### src/rtl/hazard_ctrl_pkg.sv
`default_nettype none
// ============================================================================
// Module      : hazard_ctrl_pkg
// Description : Shared definitions for the pipeline hazard controller:
//               register-address width, flush-counter width, FSM state
//               encodings and the load-use hazard detection helper.
// Revision    : 1.0 - initial release
// ============================================================================
package hazard_ctrl_pkg;

  // Architectural register address width (x0..x31).
  localparam int REG_ADDR_WIDTH = 5;

  // Wide enough to hold FLUSH_CYCLES-1 for the legal range 1..7.
  localparam int FLUSH_CNT_WIDTH = 3;

  // FSM state encodings (also visible on the state output port).
  localparam int STATE_WIDTH = 2;
  typedef logic [STATE_WIDTH-1:0] state_t;

  localparam state_t ST_RUN   = 2'd0;
  localparam state_t ST_FLUSH = 2'd1;
  localparam state_t ST_WAIT  = 2'd2;

  // A load in EX whose destination is read by the instruction in ID.
  // x0 is hard-wired to zero, so a load targeting it never creates a hazard.
  function automatic logic load_use_hazard(
    input logic                      mem_read,
    input logic [REG_ADDR_WIDTH-1:0] rd,
    input logic [REG_ADDR_WIDTH-1:0] rs1,
    input logic                      use_rs1,
    input logic [REG_ADDR_WIDTH-1:0] rs2,
    input logic                      use_rs2
  );
    logic rs1_hit;
    logic rs2_hit;
    rs1_hit = use_rs1 && (rs1 == rd);
    rs2_hit = use_rs2 && (rs2 == rd);
    return mem_read && (rd != '0) && (rs1_hit || rs2_hit);
  endfunction

endpackage
`default_nettype wire

### src/rtl/hazard_ctrl_sat_counter.sv
`default_nettype none
// ============================================================================
// Module      : sat_counter
// Description : Up-counter that sticks at all-ones. A synchronous clear has
//               priority over increment. State changes on the falling edge of
//               clk to stay aligned with the pipeline registers.
// Ports       : clk   - clock (falling edge active)
//               rst   - asynchronous active-high reset, clears the count
//               clr   - synchronous clear
//               inc   - increment request for this cycle
//               count - current counter value
// Revision    : 1.0 - initial release
// ============================================================================
module sat_counter #(
  parameter int WIDTH = 16
) (
  input  logic             clk,
  input  logic             rst,
  input  logic             clr,
  input  logic             inc,
  output logic [WIDTH-1:0] count
);

  logic [WIDTH-1:0] r_count;
  logic             w_at_max;

  assign w_at_max = &r_count;

  always_ff @(negedge clk or posedge rst) begin
    if (rst) begin
      r_count <= '0;
    end else if (clr) begin
      r_count <= '0;
    end else if (inc && !w_at_max) begin
      r_count <= r_count + 1'b1;
    end
  end

  assign count = r_count;

endmodule
`default_nettype wire

### src/rtl/hazard_ctrl.sv
`default_nettype none
// ============================================================================
// Module      : hazard_ctrl
// Description : Pipeline hazard controller. Resolves, in priority order,
//               data-memory stalls, EX-stage redirects (branch/jump flush)
//               and load-use hazards, and keeps saturating statistics of
//               hold cycles and accepted redirects.
//               All state updates happen on the falling edge of clk.
// Ports       : clk, rst                  - clock (falling edge), async reset
//               id_rs1/id_rs2, id_use_*   - ID-stage source operands
//               ex_mem_read, ex_rd        - load in EX and its destination
//               ex_redirect               - taken branch/jump resolved in EX
//               mem_req, mem_ready        - MEM-stage access and completion
//               cnt_clr                   - synchronous statistics clear
//               pc_hold..exmem_hold       - freeze PC / pipeline registers
//               ifid_flush, idex_flush    - insert bubble into pipeline reg
//               state                     - RUN=0, FLUSH=1, WAIT=2
//               stall_cnt, redirect_cnt   - saturating statistics
// Revision    : 1.0 - initial release
// ============================================================================
module hazard_ctrl
  import hazard_ctrl_pkg::*;
#(
  parameter int FLUSH_CYCLES = 1,   // legal range 1..7
  parameter int CNT_WIDTH    = 16
) (
  input  logic                      clk,
  input  logic                      rst,
  input  logic [REG_ADDR_WIDTH-1:0] id_rs1,
  input  logic [REG_ADDR_WIDTH-1:0] id_rs2,
  input  logic                      id_use_rs1,
  input  logic                      id_use_rs2,
  input  logic                      ex_mem_read,
  input  logic [REG_ADDR_WIDTH-1:0] ex_rd,
  input  logic                      ex_redirect,
  input  logic                      mem_req,
  input  logic                      mem_ready,
  input  logic                      cnt_clr,
  output logic                      pc_hold,
  output logic                      ifid_hold,
  output logic                      idex_hold,
  output logic                      exmem_hold,
  output logic                      ifid_flush,
  output logic                      idex_flush,
  output logic [STATE_WIDTH-1:0]    state,
  output logic [CNT_WIDTH-1:0]      stall_cnt,
  output logic [CNT_WIDTH-1:0]      redirect_cnt
);

  // Flush cycles remaining after the redirect cycle itself.
  localparam logic [FLUSH_CNT_WIDTH-1:0] C_FLUSH_INIT =
    FLUSH_CNT_WIDTH'(FLUSH_CYCLES - 1);
  localparam bit C_MULTI_FLUSH = (FLUSH_CYCLES > 1);

  // --------------------------------------------------------------------------
  // State
  // --------------------------------------------------------------------------
  state_t                     r_state;
  state_t                     r_ret_state;   // state to resume after WAIT
  logic [FLUSH_CNT_WIDTH-1:0] r_flush_left;

  state_t                     w_next_state;
  state_t                     w_next_ret_state;
  logic [FLUSH_CNT_WIDTH-1:0] w_next_flush_left;

  // --------------------------------------------------------------------------
  // Shared decode
  // --------------------------------------------------------------------------
  logic   w_mem_stall;
  logic   w_load_use;
  state_t w_eff_state;
  logic   w_redirect_acc;

  assign w_mem_stall = mem_req && !mem_ready;

  assign w_load_use = load_use_hazard(ex_mem_read, ex_rd,
                                      id_rs1, id_use_rs1,
                                      id_rs2, id_use_rs2);

  // WAIT is transparent: once memory completes, behaviour is that of the
  // state that was interrupted, in the very same cycle.
  assign w_eff_state = (r_state == ST_WAIT) ? r_ret_state : r_state;

  // Redirects are only honoured from (effective) RUN; during a flush the
  // instruction in EX is already a bubble-to-be.
  assign w_redirect_acc = !rst && !w_mem_stall && ex_redirect &&
                          (w_eff_state != ST_FLUSH);

  // --------------------------------------------------------------------------
  // Process 1: state register
  // --------------------------------------------------------------------------
  always_ff @(negedge clk or posedge rst) begin
    if (rst) begin
      r_state      <= ST_RUN;
      r_ret_state  <= ST_RUN;
      r_flush_left <= '0;
    end else begin
      r_state      <= w_next_state;
      r_ret_state  <= w_next_ret_state;
      r_flush_left <= w_next_flush_left;
    end
  end

  // --------------------------------------------------------------------------
  // Process 2: next-state logic
  // --------------------------------------------------------------------------
  always_comb begin
    w_next_state      = r_state;
    w_next_ret_state  = r_ret_state;
    w_next_flush_left = r_flush_left;

    if (w_mem_stall) begin
      // Park in WAIT. Re-entering WAIT from WAIT must keep the original
      // return state; flush_left stays frozen.
      w_next_state = ST_WAIT;
      if (r_state != ST_WAIT) begin
        w_next_ret_state = r_state;
      end
    end else begin
      case (w_eff_state)
        ST_FLUSH: begin
          if (r_flush_left != '0) begin
            w_next_flush_left = r_flush_left - 1'b1;
          end
          // Leave on the last counted cycle; a zero count (unreachable in
          // normal operation) also falls back to RUN rather than sticking.
          w_next_state = (r_flush_left <= FLUSH_CNT_WIDTH'(1)) ? ST_RUN
                                                               : ST_FLUSH;
        end
        default: begin
          if (ex_redirect) begin
            w_next_flush_left = C_FLUSH_INIT;
            w_next_state      = C_MULTI_FLUSH ? ST_FLUSH : ST_RUN;
          end else begin
            // Load-use costs a single bubble and never leaves RUN.
            w_next_state = ST_RUN;
          end
        end
      endcase
    end
  end

  // --------------------------------------------------------------------------
  // Process 3: output logic
  // --------------------------------------------------------------------------
  always_comb begin
    pc_hold    = 1'b0;
    ifid_hold  = 1'b0;
    idex_hold  = 1'b0;
    exmem_hold = 1'b0;
    ifid_flush = 1'b0;
    idex_flush = 1'b0;

    // Reset dominates everything, including an in-flight memory stall.
    if (!rst) begin
      if (w_mem_stall) begin
        pc_hold    = 1'b1;
        ifid_hold  = 1'b1;
        idex_hold  = 1'b1;
        exmem_hold = 1'b1;
      end else if (w_eff_state == ST_FLUSH) begin
        ifid_flush = 1'b1;
        idex_flush = 1'b1;
      end else if (w_redirect_acc) begin
        ifid_flush = 1'b1;
        idex_flush = 1'b1;
      end else if (w_load_use) begin
        // Freeze fetch/decode and push a bubble into EX for one cycle.
        pc_hold    = 1'b1;
        ifid_hold  = 1'b1;
        idex_flush = 1'b1;
      end
    end
  end

  assign state = r_state;

  // --------------------------------------------------------------------------
  // Statistics
  // --------------------------------------------------------------------------
  sat_counter #(
    .WIDTH (CNT_WIDTH)
  ) u_stall_cnt (
    .clk   (clk),
    .rst   (rst),
    .clr   (cnt_clr),
    .inc   (pc_hold),
    .count (stall_cnt)
  );

  sat_counter #(
    .WIDTH (CNT_WIDTH)
  ) u_redirect_cnt (
    .clk   (clk),
    .rst   (rst),
    .clr   (cnt_clr),
    .inc   (w_redirect_acc),
    .count (redirect_cnt)
  );

endmodule
`default_nettype wire

### config.mk
export PLATFORM = sky130hd
export DESIGN_NAME = hazard_ctrl
export DESIGN_NICKNAME = d
export VERILOG_FILES = /design/src/rtl/hazard_ctrl_pkg.sv /design/src/rtl/hazard_ctrl_sat_counter.sv /design/src/rtl/hazard_ctrl.sv
export SDC_FILE = /design/constraint.sdc
export NUM_CORES = 1
export LEC_CHECK = 0
export ABC_AREA = 1
export ABC_CLOCK_PERIOD_IN_PS = 2700
export CORE_MARGIN = 4
export CORE_UTILIZATION = 35
export DETAILED_ROUTE_END_ITERATION = 7
export DONT_BUFFER_PORTS = 1
export HOLD_SLACK_MARGIN = 0.03
export PLACE_DENSITY_LB_ADDON = 0.2
export SYNTH_ARGS = -nofsm -noshare
export SYNTH_HDL_FRONTEND = slang
export SYNTH_SLANG_ARGS = --single-unit
### constraint.sdc
create_clock -name clk -period 2.7 [get_ports clk]
set_clock_uncertainty 0.1 [all_clocks]
set_input_delay 0.27 -clock clk [delete_from_list [all_inputs] [get_ports clk]]
set_output_delay 0.27 -clock clk [all_outputs]
set_load 0.02 [all_outputs]
; ---- Yosys cells after proc, flatten, opt, wreduce, memory -nomap -nowiden
; Index checks and enable logic that the tools add are counted.
[op_classes]
add_sub_neg = 3
order_cmp = 1
n_eq_ne = 7
n_mux = 26
bitwise_logic = 1
n_reduce_logical = 25
[ops]
columns = op, n
row1 = 16-bit two-way mux, 4
row2 = "16-bit by 1-bit adder with 16-bit output, second input constant", 2
row3 = 16-bit AND reduction, 2
row4 = 1-bit two-way mux, 17
row5 = 5-bit == test, 2
row6 = 1-bit logical AND, 10
row7 = 3-bit two-way mux, 3
row8 = 2-bit nonzero test, 3
row9 = 1-bit zero test, 5
row10 = 5-bit nonzero test, 1
row11 = 2-bit two-way mux, 2
row12 = "2-bit != test, second input constant", 2
row13 = "3-bit by 1-bit less-or-equal comparator with 1-bit output, second input constant", 1
row14 = 3-bit AND reduction, 1
row15 = 3-bit nonzero test, 1
row16 = "3-bit by 1-bit subtractor with 3-bit output, second input constant", 1
row17 = "2-bit by 1-bit == test with 1-bit output, second input constant", 1
row18 = "2-bit == test, second input constant", 1
row19 = "2-bit by 1-bit != test with 1-bit output, second input constant", 1
row20 = 2-bit AND reduction, 1
row21 = 1-bit logical OR, 1
row22 = 1-bit NOT, 1
[word_totals]
register_bits = 39
inputBits = 24
out_inout_bits = 40

; ---- Logic depth before layout (Yosys ltp)
; Gate-level depths: netlist of the first run.
[depth]
word_depth = 13
depth_mapped = 12
ltp_nobuf = 11

; ---- Modules after synthesis
; From an unflattened synthesis of the first run, not the netlist that was laid out.
[hier_totals]
hier_cells = 432
area_unflattened_um2 = 2889.0
[modules_own_cells]
columns = module, instances, cells_per_inst, area_per_inst_um2, seq_area_each_um2
row1 = sat_counter, 2, 157, 1086.0, 400.4
row2 = hazard_ctrl, 1, 118, 716.9, 175.2

==> results of run 1 <==
## per-layer routing
layer	vias to the layer above	share of wire [%]	track usage [%]
li1	1287	-	-
met1	1178	43	19.19
met2	59	49	26.94
met3	6	6.7	4.420
met4	0	1.2	4.502
met5	-	0	0
## registers in the layout (all words and copies together) (netlist names)
| register | cells |
|---|---|
| u_stall_cnt.count | 16 |
| u_redirect_cnt.count | 16 |
| r_flush_left | 3 |
| r_ret_state | 2 |
| state | 2 |
## how the worst min path moves through the flow
stage / endpoint / slack (ns) / startpoint
4_1_cts: r_flush_left[1]$_DFFE_NP0P_ / 0.34 / r_flush_left[1]$_DFFE_NP0P_
6_report: r_flush_left[1]$_DFFE_NP0P_ / 0.34 / r_flush_left[1]$_DFFE_NP0P_
2_1_floorplan: r_flush_left[1]$_DFFE_NP0P_ / 0.31 / r_flush_left[1]$_DFFE_NP0P_
3_5_place_dp: r_flush_left[1]$_DFFE_NP0P_ / 0.34 / r_flush_left[1]$_DFFE_NP0P_
3_3_place_gp: r_flush_left[1]$_DFFE_NP0P_ / 0.33 / r_flush_left[1]$_DFFE_NP0P_
5_1_grt: r_flush_left[1]$_DFFE_NP0P_ / 0.40 / r_flush_left[1]$_DFFE_NP0P_
## power groups by stage
stage / combinational (µW) / sequential [µW] / clock, µW
5_1_grt: 168 / 603 / 435
3_3_place_gp: 130 / 612 / 0
6_report: 151 / 602 / 398
2_1_floorplan: 92.5 / 612 / 0
3_5_place_dp: 132 / 612 / 0
4_1_cts: 139 / 601 / 410
## cell usage after synthesis (all sizes together)
library cell,number,area [µm²]
ha,5,62.56
xor2,18,157.7
nand3b,1,7.510
or2,2,12.52
dfrtn,39,975.9
xnor2,4,35.03
o21ai,12,60.05
nand2,104,405.4
inv,55,206.5
nor3,11,66.32
nor2,39,161.4
clkinv,1,3.750
o31ai,9,67.56
buf,7,46.29
a21oi,3,15.01
nand4,25,156.4
nand3,41,217.7
clkbuf,4,15.01
a22oi,1,7.510
## stage by stage
stage | instances | hold WS, ns | util [%]
2_1_floorplan | 381 | 0.3120 | -
5_1_grt | 509 | 0.4035 | 44.03
6_report | 509 | 0.3355 | 44.03
3_3_place_gp | 495 | 0.3327 | 40.37
3_5_place_dp | 495 | 0.3418 | 40.37
4_1_cts | 506 | 0.3411 | 42.31
## cell families (layout without fill, tap and decap cells)
group	count (synthesis)	after routing
and+or+nand+nor	223	224
xor gates and xnor gates	22	22
DFF	39	39
adders and majority gates	5	5
buffers and inverters	67	95
AOI/OAI and AO/OA	25	25
## final cells by class
cell class,count,area (µm²)
Inverter,56,239.0
Timing Repair Buffer,31,251.5
Tap cell,99,123.9
Sequential cell,39,975.9
Clock buffer,5,68.82
Multi-Input combinational cell,276,1554
Fill cell,738,4103
Clock inverter,3,15.01
## worst register-to-register path: cells and delay by family, from the launching register on
family	cells	cell delay, ns
buffers and inverters	1	0.07
DFF	1	0.62
adders and majority gates	1	0.26
and+or+nand+nor	6	1.07
## what timing repair did
item / in CTS / in global routing
resized for setup: 8 / 33
hold buffers: 0 / 0
setup buffers: 3 / 2
cloned: 0 / 1
pin swaps: 6 / 10
hold endpoints to repair: 0 / 0
endpoints found under the setup margin: 4 / 22
==> impl.org, run 1 <==
** Route
- Detailed-routing iteration count for the pre-antenna-repair pass :: 4
- Drc violations :: 0
- Summed over all layers, the routed wires come to 6968 µm.
- After detailed routing, the number of vias per cell comes to between 4 and 5.
- Antenna Violating Nets Remaining :: 0
- Initial DRC Count :: 82
- Number of vias after detailed routing :: around 2.5k
- After detailed routing, the average wire length per cell comes to 13.69 µm.

** Worst setup path
- Library cell contributing the largest single delay on the critical path :: dfrtn_1
- Number of buffer and inverter stages on the critical path :: 1
- Max Fanout on Critical Path :: 4
- In this design, the critical path's most frequently occurring cell is nand3_2.
- The critical path runs through a total of 7 cells.
- STA classifies the critical path startpoint as a register.
- For the worst setup path, the data required time is between 2 and 2.5 ns.
- In this run the worst setup path terminates at ifid_hold.
- R2R setup slack :: 0.43 ns
- End of the worst register-to-register path :: u_stall_cnt.count[6]$_DFFE_NP0P_
- Arr. time, crit path :: 2.76 ns
- Cell count of the worst reg-to-reg path :: 8
- CP endpoint kind :: output pin
- Launch instance of the worst register-to-register path :: u_stall_cnt.count[0]$_DFFE_NP0P_
- Tracing the worst setup path back leads to its startpoint at state[0]$_DFF_NP0_.
- The worst setup path is of the register to output pin kind.
- Cell Chain, Critical Path :: nor2_2 -> nand3_2 -> nand3_2 -> nor2_4 -> nand3_2 -> nand2_4 -> buf_6
- Delay of the slowest cell on the worst path :: approximately 0.45 ns
- Largest delay share family, worst path :: simple AND/OR/NAND/NOR gates

** Floorplan
- The initialized floorplan defines 31 standard-cell rows.
- For this configuration, the core starts out at a cell density of between 30 and 40%.
- Total core area :: 7331 µm²
- DIE HEIGHT :: 95.51 µm
- Die outline area :: 9121 µm²
- Ports :: 64
- Die X :: 95.51 µm

** STA
- Setup repair after global routing could not meet its margin everywhere.
- At the pin with the least slew margin, the transition time is 0.5291 ns.
- Final number of max-transition violations :: 0
- Final TNS setup :: -1.673 ns
- Setup slack on the critical path of the routed design comes to -0.4263 ns.
- Headroom to the max-slew limit :: between 60 and 70%
- Number of hold violations in the final report :: 0
- Setup violations remaining at the end of the flow were counted as 4.

** Global routing
- Summed over all layers, the global routing overflow is 0.
- The first global-routing pass estimated 11,280 µm of wire.
- Entering global routing, the biggest net connects 40 pins.
- The number of global-route vias before repair was between 2k and 2.5k.
- Antenna violations before repair :: 0
- Overall Global Routing Usage :: 15.71%

** Hold path
- The worst hold path belongs to the class register to register.
- The worst hold path was traced through 2 stages.

** Final layout
- Fraction of layout instances using a drive strength above 1 :: around 22%
- From synthesis to final layout, the design area changed by 20.45%.
- The library cell used most frequently in the layout, excluding fill and tap cells, is nand2_1.
- After routing the design area is 3228 µm².
- 0 antenna diodes ended up in the layout.
- The net count of the finished layout is 438.
- The top cell types in the final layout, fill and taps aside, are 90 x nand2_1, 39 x dfrtn_1, 35 x inv_1, 34 x nor2_1, 31 x nand3_1.

** Pwr
- Flop pwr share :: 52.3%
- The share of total power dissipated in the clock network is between 30% and 40%.
- Power Internal :: 826.9 µW
- LEAKAGE :: 0.001566 µW
- In this run, the combinational gates consume 13.2% of the power.
- The analysis attributes to net switching a power of 323.9 µW.
- Across the VDD grid, the largest voltage drop is 0.0001506 V.
- Fraction of power spent switching nets :: around 28%
- Total power consumption of the routed design :: between 1000 and 1500 µW
- Power density cells :: 356.5 nW/µm²

** Yosys
- Sequential elements use 36.41% of the synthesized area.
- Syn nets :: 410
- Combinational family with the most area after synthesis :: simple AND/OR/NAND/NOR gates
- A synthesized cell averages around 7 µm².
- Synthesis inferred 39 register bits.
- Summing every instance area after synthesis gives 2680 µm².
- After synthesis, the share of cell area in mux cells is 0%.
- Fraction of the mapped netlist area in simple logic gates :: 38.33%
- After synthesis, the netlist uses 29 different library cells.
- Area share of fa/ha/maj cells after synthesis :: roughly 2.3%
- The synthesized netlist devotes 7.190% of its cell area to XOR and XNOR gates.
- Yosys synthesis warning count :: 0
- Synthesis handed over a netlist of around 380 instances.
- Synth Area in Compound Gates :: 5.602%

** Placement
- Dpl hpwl :: 5097 µm
- OpenSTA, run right after detailed placement, puts the worst setup slack at -0.2856 ns.
- In this run the cell area measured after placement is just under 3000 µm².
- In this run the tool buffered the top-level ports with 0 buffer cells.
- The congestion estimate from routability-driven global placement came to between 0.8 and 0.9.

** Clock network
- CTS buffer count :: 5
- TritonCTS built the clock tree.
- Maximum clock insertion buffer count :: 2
- For the worst-skew pair, the clock arrives at the later sink with an insertion delay of 0.30 ns.
- CTS Root Cell :: clkbuf_8
- The H-tree generated during clock tree synthesis spans 2 levels.
- Sink Count :: 39
- Post-CTS clock slew at the launch and capture registers of the worst setup and hold paths :: 0.06 ns

** Run status
- Failing checks :: setup timing
- The run finished, with violations left.

** Run
- Max-cap violations in this run came to 0.
No activity file was read; power rests on OpenSTA's default activity.
==> run 2, diff against run 1 <==
==> constraint.sdc (replaced) <==
create_clock -name clk -period 2.7 [get_ports clk]
set_clock_uncertainty 0.1 [all_clocks]
set_input_delay 0.27 -clock clk [delete_from_list [all_inputs] [get_ports clk]]
set_output_delay 0.27 -clock clk [all_outputs]
set_load 0.01 [all_outputs]
==> run 2 against run 1 <==
Net effect: the run still ends with setup timing left; combinational power fell by 7%; global-route usage fell by 0.055 points; sequential power barely moved; final cell count fell by 0.20%; non-clock buffer count fell by 1; highest routed layer unchanged; routed wire length fell by 2.1%; critical path depth did not move.
==> impl.org, run 2 (synthesis gave the netlist of run 1 again) <==
** Pwr
- Sequential cells account for 45.2% of the total power.
- For this design the total switching power over the nets is around 310 µW.
- LEAKAGE :: about 0.0016 µW
- Fraction of power spent switching nets :: 23.35%
- The internal portion of the total power is 1016 µW.
- Clock group share of total power :: 44.2%
- Combinational Power Share :: 10.5%
- Power spread over the standard cell area amounts to 409.7 nW/µm².
- VDD sags by at most 0.0002258 V.

** Worst setup path
- In this design, the stage delay of the slowest critical-path cell is 0.49 ns.
- Counting stages on the worst path, the most repeated cell is nand3_2.
- Counting both buffers and inverters, the worst setup path holds a total of 1.
- In this run the worst path has a maximum fanout of 4.
- Worst setup path start :: state[0]$_DFF_NP0_
- On the critical path the largest part of the delay comes from flip-flops.
- Data arrives at the worst endpoint at 2.73 ns.
- STA classifies the critical path endpoint as an output pin.
- Library cell contributing the largest single delay on the critical path :: dfrtn_1
- In this run the critical register-to-register path is launched from u_stall_cnt.count[0]$_DFFE_NP0P_.
- Data on the critical path is required at its endpoint by 2.33 ns.
- Worst Path Class, Setup :: register to output pin
- STA classifies the critical path startpoint as a register.
- Walking the worst path, the cells encountered are nor2_4 -> nand3_2 -> nand3_2 -> nor2_2 -> nand3_2 -> nand2_4 -> buf_6.

** Clock network
- In this run the number of H-tree levels came out at 2.
- CTS Hold Bufs :: 0
- After clock tree synthesis, the clock-pin slew on the worst setup and hold paths is 0.05 ns.
- Clock insertion delay at the later pin of the skew report :: 0.30 ns
- Sink Count :: 39
- CTS Root Cell :: clkbuf_8
- Maximum clock insertion buffer count :: 2
- CTS tree :: done
- Counting the buffers created by CTS gives 5.

** Final layout
- The filler cells instantiated in the layout total 757.
- In the final layout, the share of cells above drive strength 1 is 19.80%.
- 0 antenna diodes ended up in the layout.
- FF/Latch Area :: 975.9 µm²
- Area of combinational cells with multiple inputs :: 1544 µm²
- Once layout is complete, the cells apart from fillers number 508.
- After the last flow step, the layout net total stands at 437.
- Leaving out fill and tap cells, the most frequent cells in the layout are 94 x nand2_1, 39 x inv_1, 39 x dfrtn_1, 34 x nor2_1, 33 x nand3_1.
- Leaving out fill and tap cells, the most frequent cell in the layout is nand2_1.
- P&R area growth vs syn :: 20.73%

** Route
- Summed over all layers, the routed wires come to 6820 µm.
- Detailed-routing iteration count for the pre-antenna-repair pass :: 4
- Routed wirelength normalized by instance count :: 13.43 µm
- Antenna Violating Nets Remaining :: 0
- Initial DRC Count :: between 70 and 80
- Drc violations :: 0
- Number of vias after detailed routing :: 2,478
- Via/cell ratio :: 4.878

** Floorplan
- Total core area :: 7331 µm²
- The floorplan step defined a die boundary enclosing 9121 µm².
- Measured along the y axis, the die boundary spans ~96 µm.
- For this configuration, the core starts out at a cell density of 36.56%.
- After floorplanning, the core was divided into 31 placement rows.
- Die X :: 95.51 µm
- During I/O placement, the number of pins put on the boundary was 64.

** STA
- Number of hold violations in the final report :: 0
- Final setup violation count :: 4
- Worst path setup slack after routing :: -0.3977 ns
- Headroom to the max-slew limit :: 66.81%
- On the final layout, the worst hold slack is 0.3310 ns.
- Summed over all failing endpoints, the final setup total negative slack is -1.543 ns.
- Worst-Margin Slew :: 0.4979 ns
- Setup repair after global routing missed its margin :: yes
- Final number of max-transition violations :: 0

** Global routing
- The first global-routing pass estimated 11,490 µm of wire.
- Largest net degree at the start of global routing :: 40
- The number of antenna violations at the first check in global routing is 0.
- Summed over all layers, the global routing overflow is 0.
- Number of global-route vias before repair :: 2,412
- Overall Global Routing Usage :: 15.66%

** Run status
- The run finished, with violations left.
- Failing checks :: setup timing

** Placement
- Dpl hpwl :: about 5000 µm
- # port buffers :: 0
- After detailed placement, the design holds a cell count of 490.
- Routability congestion estimate :: 0.8114

** Run
- Count of max-cap constraint violations :: 0

** Hold path
- Startpoint of the most critical hold path :: r_flush_left[1]$_DFFE_NP0P_
- Classification of the worst-slack hold path :: register to register
[run 2: cell count changes in the layout (fill, tap and decap cells not counted), sizes merged]
cell,delta
bufinv,+2
buf,-1
clkbuf,+1
clkinv,-3
[run 2: stage by stage]
| stage | power (µW) | util, % | setup WS (ns) | cell area, µm² |
|---|---|---|---|---|
| 6_report | 1326 | 44.14 | -0.3977 | 3236 |
| 5_1_grt | 1384 | 44.14 | -0.4681 | 3236 |
| 4_1_cts | 1339 | 43.49 | -0.4172 | 3188 |
| 3_5_place_dp | 731.7 | 39.96 | -0.3393 | 2929 |
| 3_3_place_gp | 730.2 | 39.96 | -0.3187 | 2929 |
| 2_1_floorplan | 697.1 | - | -0.4064 | 2721 |
[run 2: routing by layer]
| layer | routed length (µm) | GRT usage, % | vias to the layer above |
|---|---|---|---|
| li1 | - | - | 1294 |
| met1 | 3045 | 20.15 | 1115 |
| met2 | 3206 | 25.54 | 60 |
| met3 | 456 | 4.420 | 9 |
| met4 | 112 | 4.621 | 0 |
| met5 | 0 | 0 | - |
[run 2: worst paths after layout]
kind	slack, ns	endpoint	cells past startpoint
worst min-delay path	0.33	r_flush_left[1]$_DFFE_NP0P_	2
min in group asynchronous	1.14	r_ret_state[0]$_DFFE_NP0P_	2
worst max-delay path	-0.40	pc_hold	7
max in group asynchronous	0.98	r_flush_left[0]$_DFFE_NP0P_	2
worst max register to register	0.54	u_stall_cnt.count[2]$_DFFE_NP0P_	8
worst min register to register	0.33	r_flush_left[1]$_DFFE_NP0P_	2
[run 2: worst min-delay path: stages (launching register included)]
cell and delay [ns]:
dfrtn_1 0.41, nand2_1 0.05, o31ai_1 0.05
[run 2: final cells by class]
type                            instances  share of cell area, %
Clock buffer                            6                  2.243
Clock inverter                          2                  1.856
Inverter                               56                  6.613
Multi-Input combinational cell        276                  47.72
Sequential cell                        39                  30.16
Tap cell                               99                  3.828
Timing Repair Buffer                   30                  7.579
[run 2: repair_timing]
item                       in CTS  in global routing
gates resized for setup        16                  7
buffers inserted                7                  2
pin swaps                      10                  9
setup endpoints to repair      20                 20
cloned                          1                  0
[run 2: power groups by stage]
stage	sequential (µW)	combinational (µW)	clock (µW)
6_report	599	140	586
5_1_grt	601	159	624
4_1_cts	599	138	602
3_5_place_dp	610	121	0
3_3_place_gp	610	120	0
2_1_floorplan	609	87.9	0
==> run 3, diff against run 2 <==
Settings changed: CTS_CLUSTER_DIAMETER set to 150.
==> results of run 3 <==
Final layout, timing and power as in run 2 (identical DEF).
